File: config.mk
export PLATFORM = sky130hd
export DESIGN_NAME = shift_reg_seq_ctrl
export DESIGN_NICKNAME = d
export VERILOG_FILES = /design/src/rtl/systolic_pkg.sv /design/src/rtl/ring_counter.sv /design/src/rtl/shift_reg_seq_ctrl.sv
export SDC_FILE = /design/constraint.sdc
export NUM_CORES = 1
export LEC_CHECK = 0
export ABC_AREA = 1
export BUFFER_PORTS_ARGS = -buffer_cell sky130_fd_sc_hd__buf_2
export CAP_MARGIN = 30
export CORE_AREA = 8 8 45 47
export DETAILED_ROUTE_END_ITERATION = 8
export DIE_AREA = 0 0 53 55
export PLACE_DENSITY = 0.65
export SYNTH_ARGS = -nofsm -noshare
export SYNTH_HDL_FRONTEND = slang
export SYNTH_HIERARCHICAL = 1
export SYNTH_SLANG_ARGS = --single-unit
File: constraint.sdc
create_clock -name clk -period 1.9 [get_ports clk]
set_input_delay 0.095 -clock clk [delete_from_list [all_inputs] [get_ports clk]]
set_output_delay 0.095 -clock clk [all_outputs]
set_load 0.1 [all_outputs]
File: src/rtl/systolic_pkg.sv
// systolic_pkg: shared state encoding and width helper for the systolic array controllers
package systolic_pkg;
  localparam logic [1:0] ST_IDLE  = 2'd0;
  localparam logic [1:0] ST_LOAD  = 2'd1;
  localparam logic [1:0] ST_REUSE = 2'd2;
  // $clog2 returns 0 for 1, which would make a zero-width counter
  function automatic int clog2s(input int n);
    return (n <= 1) ? 1 : $clog2(n);
  endfunction
endpackage

File: src/rtl/ring_counter.sv
// ring_counter: mod-N counter with synchronous clear and enable, flagging the enabled terminal count
module ring_counter
  import systolic_pkg::*;
#(
  parameter int N = 4,
  parameter int W = clog2s(N)
) (
  input  logic clk,
  input  logic rst_n,
  input  logic clr,
  input  logic en,
  output logic wrap
);
  localparam logic [W-1:0] LAST = W'(N - 1);
  logic [W-1:0] cnt;
  assign wrap = en && (cnt == LAST);
  always_ff @(posedge clk or negedge rst_n)
    if (!rst_n) cnt <= '0;
    else if (clr || wrap) cnt <= '0;
    else if (en) cnt <= cnt + 1'b1;
endmodule

File: src/rtl/shift_reg_seq_ctrl.sv
// shift_reg_seq_ctrl: fills a bank of circular line buffers, then recirculates each word
// NUM_PASSES times toward the systolic array with a valid/last strobe aligned to data_out.
module shift_reg_seq_ctrl
  import systolic_pkg::*;
#(
  parameter int BUFFER_SIZE = 9,
  parameter int NUM_PASSES  = 3
) (
  input  logic clk,
  input  logic rst_n,
  input  logic start,
  input  logic src_valid,
  output logic src_ready,
  input  logic array_ready,
  output logic sr_in_valid,
  output logic sr_read_en,
  output logic out_valid,
  output logic out_last,
  output logic busy,
  output logic done
);
  localparam int EW = clog2s(BUFFER_SIZE);
  localparam int PW = $clog2(NUM_PASSES) + 1;
  logic [1:0] state, state_nxt;
  logic start_job, elem_wrap, pass_wrap, reuse_shift;
  assign start_job   = (state == ST_IDLE) && start;
  assign reuse_shift = (state == ST_REUSE) && array_ready;
  ring_counter #(.N(BUFFER_SIZE), .W(EW)) u_elem (
    .clk(clk), .rst_n(rst_n), .clr(start_job), .en(sr_in_valid), .wrap(elem_wrap)
  );
  // the pass counter only advances on element wraps during recirculation, so its wrap is the final shift
  ring_counter #(.N(NUM_PASSES), .W(PW)) u_pass (
    .clk(clk), .rst_n(rst_n), .clr(start_job), .en(elem_wrap && state == ST_REUSE), .wrap(pass_wrap)
  );
  always_ff @(posedge clk or negedge rst_n)
    if (!rst_n) state <= ST_IDLE;
    else state <= state_nxt;
  always_comb begin
    state_nxt = start_job ? ST_LOAD :
                (state == ST_LOAD && elem_wrap) ? ST_REUSE :
                pass_wrap ? ST_IDLE : state;
  end
  always_comb begin
    src_ready   = state == ST_LOAD;
    sr_read_en  = state == ST_LOAD;
    sr_in_valid = (state == ST_LOAD) ? src_valid : reuse_shift;
    busy        = state != ST_IDLE;
  end
  // strobes trail the shift by one cycle to line up with the buffer's registered data_out
  always_ff @(posedge clk or negedge rst_n)
    if (!rst_n) {out_valid, out_last, done} <= '0;
    else begin
      out_valid <= reuse_shift;
      out_last  <= pass_wrap;
      done      <= pass_wrap;
    end
endmodule
## After elaboration in Yosys (flattened, before gate mapping)

Cells that the tools add are included.

- Word-level logic and storage cells: 32
- Bits in registers: 11
- Output and inout port bits: 7
- Input port bits: 5

- Add/sub/neg operators: 2
- Reduce and logical (&&, ||, !) cells: 13
- Mux-type cells: 8
- Eq/ne operators: 4

Operators by type and width:

| cell | count |
|---|---|
| two-way mux 4 bit | 2 |
| logical AND 1 bit | 6 |
| two-way mux 2 bit | 3 |
| two-way mux 3 bit | 2 |
| nonzero test 2 bit | 3 |
| adder 4 x 1 -> 4 bit (second input constant) | 1 |
| == test 4 bit (second input constant) | 1 |
| adder 3 x 1 -> 3 bit (second input constant) | 1 |
| == test 3 x 2 -> 1 bit (second input constant) | 1 |
| nonzero test 3 bit | 1 |
| == test 2 x 1 -> 1 bit (second input constant) | 1 |
| == test 2 bit (second input constant) | 1 |
| zero test 2 bit | 1 |
| logical OR 1 bit | 2 |
| two-way mux 1 bit | 1 |

## Depth between registers and ports, before layout

- Word-level depth: 9
- Mapped depth: 13
- Gate-level depth less buffers: 13

## Modules after synthesis

Netlist, hierarchy kept.

By module, submodules not included:

| module | sequential area each (µm²) | cells an instance | area each (µm²) | instances |
|---|---|---|---|---|
| ring_counter at u_elem | 100.1 | 30 | 231.5 | 1 |
| shift_reg_seq_ctrl | 100.1 | 24 | 192.7 | 1 |
| ring_counter at u_pass | 75.1 | 24 | 185.2 | 1 |

## Least setup slack after synthesis

OpenSTA, ideal clock, no wires.

- Path kind: reg-to-reg
- Start: reg state[0]
- End: reg state[0]
- Path slack: -0.700 ns
- Data arrival time: 2.483 ns
- Stages on the path, launching flop included: 13
- Path buffers: 0
- Required time: 1.782 ns
- Period minus slack after synthesis: 2.600 ns
- Setup time: 0.118 ns
- Cells stage by stage: dfrtp_1 > inv_2 > nand2_1 > o21ai_2 > nand3_1 > inv_1 > inv_1 > nor2_1 > nand3_1 > inv_1 > nor2_1 > nand2_1 > nand2_1

- Cells in the longest elaborated chain, start to end: 7
- Elaborated cells between the ends (all ways): 13
- Those cells by class: eq/ne: 2; mux: 3; reduce/logical: 8

RTL lines:

| item | RTL line | source |
|---|---|---|
| start: declaration | shift_reg_seq_ctrl.sv:24 | `logic [1:0] state, state_nxt;` |
| start signal: assignment | shift_reg_seq_ctrl.sv:37 | `else state <= state_nxt;` |
| == test 2 bit | shift_reg_seq_ctrl.sv:27 | `assign reuse_shift = (state == ST_REUSE) && array_ready;` |
| logical AND 1 bit | shift_reg_seq_ctrl.sv:27 |  |
| two-way mux 1 bit (*) | shift_reg_seq_ctrl.sv:46 | `sr_in_valid = (state == ST_LOAD) ? src_valid : reuse_shift;` |
| via sr_in_valid | shift_reg_seq_ctrl.sv:15 | `output logic sr_in_valid,` |
| logical AND 1 bit (*) | ring_counter.sv:16 | `assign wrap = en && (cnt == LAST);` |
| via elem_wrap | shift_reg_seq_ctrl.sv:25 | `logic start_job, elem_wrap, pass_wrap, reuse_shift;` |
| logical AND 1 bit (*) | shift_reg_seq_ctrl.sv:33 | `.clk(clk), .rst_n(rst_n), .clr(start_job), .en(elem_wrap && state == ST_REUSE), .wrap(pass_wrap)` |
| logical AND 1 bit (*) | ring_counter.sv:16 |  |
| via pass_wrap | shift_reg_seq_ctrl.sv:25 |  |
| nonzero test 3 bit (no line) (*) | - |  |

Mark *: on every way through the listed nets, which the timed path passes. The rest lies on a longest branch.
A chain may end at the register's enable or synchronous reset.

## Worst setup path in the final report

- Start: reg state[0]
- End: out sr_in_valid

- Cells in the longest elaborated chain, start to end: 3
- Elaborated cells between the ends (all ways): 4
- Those cells by class: eq/ne: 2; mux: 1; reduce/logical: 1

RTL lines:

| item | RTL line |
|---|---|
| == test 2 bit | shift_reg_seq_ctrl.sv:27 |
| logical AND 1 bit | shift_reg_seq_ctrl.sv:27 |
| two-way mux 1 bit (*) | shift_reg_seq_ctrl.sv:46 |
| end: declaration | shift_reg_seq_ctrl.sv:15 |

Every way passes the cells marked *; elsewhere a longest branch is shown, timed or not.

==> impl_metrics.csv <==
group,metric,value,unit
setup_path,cp_max_fo,6,
run_status,status,"finished, final reports clean",
setup_path,cp-end-kind,"output pin",
global_route,grt_pass1_wl,2.04,mm
layout,areaGrowthSynthToFinish,22.0,%
clock_tree,insertion_delay,260,ps
logic_synthesis,synth_area_per_cell,7.81,um2
sta,period_share,0.918,
clock_tree,h-tree-depth,1,
floorplanning,coreArea,1380,um2
floorplanning,start_util,0.440,
sta,slew_violations,0,
layout,drive_gt1_frac,0.277,
logic_synthesis,ys_ff_latch,11,
global_route,grt_usage,0.0954,
global_route,antenna_found_initial,0,
sta,relSlewSlack,0.678,
layout,postLayoutCoreUtil,0.537,
routing,initialDrtViolationCount,3,
floorplanning,die_y,55,um
sta,final.setup_skew,5.41,ps
floorplanning,die_area,2920,um2
sta,period_needed,1740,ps
routing,via_per_inst,4.48,
floorplanning,num_io_pins,12,
clock_tree,post-cts-setup-buffers,0,
sta,fmax,0.573,GHz
sta,worstMarginPinSlew,487,ps
routing,wire_per_inst,10.3,um
clock_tree,cts_hold_buf,1,
logic_synthesis,yosysWarningCount,6,
logic_synthesis,synth_area_leader_cell,"dfrtp_1",
sta,timing_hold_violations_final,0,
clock_tree,clk_pin_slew,70,ps
logic_synthesis,netlist.area_leader.share,0.452,
sta,setup_slack,155,ps
placed_design,pre_cts_ws,207,ps
clock_tree,cts_tree,"done",
sta,fin_setup_tns,0,ps
routing,routed_wl,1.13,mm
setup_path,crit_type,"register to output pin",
pwr,power,411,uW
layout,fillCellCount,142,
placed_design,io_buffers,11,
setup_path,crit_required,1800,ps
placed_design,hpwl,872,um
clock_tree,post_cts_resized,0,
logic_synthesis,synth_cells,78,
clock_tree,cts_root_buf,"clkbuf_4",
global_route,grt_pass1_vias,503,
pwr,p_per_area,553,nW/um2
pwr,ir_worst_vdd,0.404,mV
routing,drtAntennaViolNets,0,
global_route,grt_start_max_net_pins,12,
layout,antenna_cells,0,
routing,dr_total_vias,493,
placed_design,place.gp.congestion,0.749,
logic_synthesis,ys_types,15,
layout,final_cell_mix,"15 x inv_1, 14 x nand2_1, 11 x buf_2, 11 x dfrtp_1, 10 x nor2_1",
min_path,hold_path.class,"input pin to register",
clock_tree,cts_buffers,3,
setup_path,critPathLaunchType,"register",
routing,drcViolationCount,0,
logic_synthesis,syn-num-nets,87,
routing,dr.pass1.iters,4,
floorplanning,num_rows,14,
clock_tree,cts.sinks,11,
global_route,overflow,0,
clock_tree,clock_path_buffers,2,
logic_synthesis,synth_seq_area_share,0.452,
layout,mostFrequentLayoutCell,"inv_1",
layout,num-nets-final,104,
sta,final-setup-viol-count,0,
pwr,leakage,0.000412,uW
flow_run,drv_cap,0,
sta,hold_slack,112,ps
floorplanning,die_w,53,um
logic_synthesis,synthTopCellsByArea,"dfrtp_1 45%, inv_1 9.2%, nand2_1 8.6%",
setup_path,cp.arrival,1650,ps
logic_synthesis,synth_area,609,um2
sta,grt_setup_unrepaired,"no",
[state kept, by name, summed over array words and instances, names as in the netlist]
name	count
state	2
u_elem/cnt	4
out_last	1
out_valid	1
u_pass/cnt	3
[final cells by class]
| cell class | count | area [um2] | share of cell area |
|---|---|---|---|
| Clock buffer | 4 | 26.3 | 0.0354 |
| Inverter | 18 | 67.6 | 0.0909 |
| Multi-Input combinational cell | 47 | 274 | 0.369 |
| Sequential cell | 11 | 275 | 0.370 |
| Tap cell | 16 | 20.0 | 0.0269 |
| Timing Repair Buffer | 14 | 80.1 | 0.108 |
[path summary, 6_finish.rpt]
check | slack [ps] | from | depth (start not counted) | to
setup / recovery | 160 | state[0]$_DFFE_PN0P_ | 5 | sr_in_valid
hold / removal | 110 | array_ready | 3 | out_valid$_DFF_PN0_
setup reg to reg | 160 | state[0]$_DFFE_PN0P_ | 12 | state[0]$_DFFE_PN0P_
hold reg to reg | 580 | u_pass/cnt[0]$_DFFE_PN0P_ | 2 | u_pass/cnt[0]$_DFFE_PN0P_
max in group asynchronous | 1460 | rst_n | 2 | u_elem/cnt[2]$_DFFE_PN0P_
min in group asynchronous | 230 | rst_n | 2 | state[1]$_DFFE_PN0P_
[cell usage after synthesis, drive strengths merged]
cell type and count:
dfrtp 11, nor2 14, nand2 15, xor2 1, a21oi 1, nand3 6
xnor2 2, inv 18, ha 4, buf 2, o21ai 4
[power breakdown]
group | internal (uW) | switching, uW
Clock | 81.1 | 72.9
Combinational | 7.90 | 10.8
Sequential | 236 | 2.26
[metal layers]
metal,GRT usage,part of all wire,vias to the layer above
li1,-,-,261
met1,0.0983,0.41,226
met5,0,0,-
met3,0.0321,0.035,2
met2,0.168,0.55,4
met4,0.0517,0.011,0
[kinds of logic after synthesis]
logic type,after synthesis,share of synthesized area
simple gates,35,0.240
buf+inv,20,0.136
flops,11,0.452
compound gates,5,0.0472
fa+ha+maj,4,0.0821
xor+xnor,3,0.0431
[critical path, stage by stage (launching register included)]
cell and delay [ps]:
dfrtp_1 410, inv_2 100, nand2_1 110, o21ai_4 170, buf_4 160, buf_2 420
[stage by stage]
step / cells / instance area, um2
after floorplan: 78 / 632
after global placement: 105 / 707
after detailed placement: 105 / 707
after CTS: 110 / 743
after global routing: 110 / 743
final: 110 / 743
Note: power is estimated with default switching activity, not from simulation.
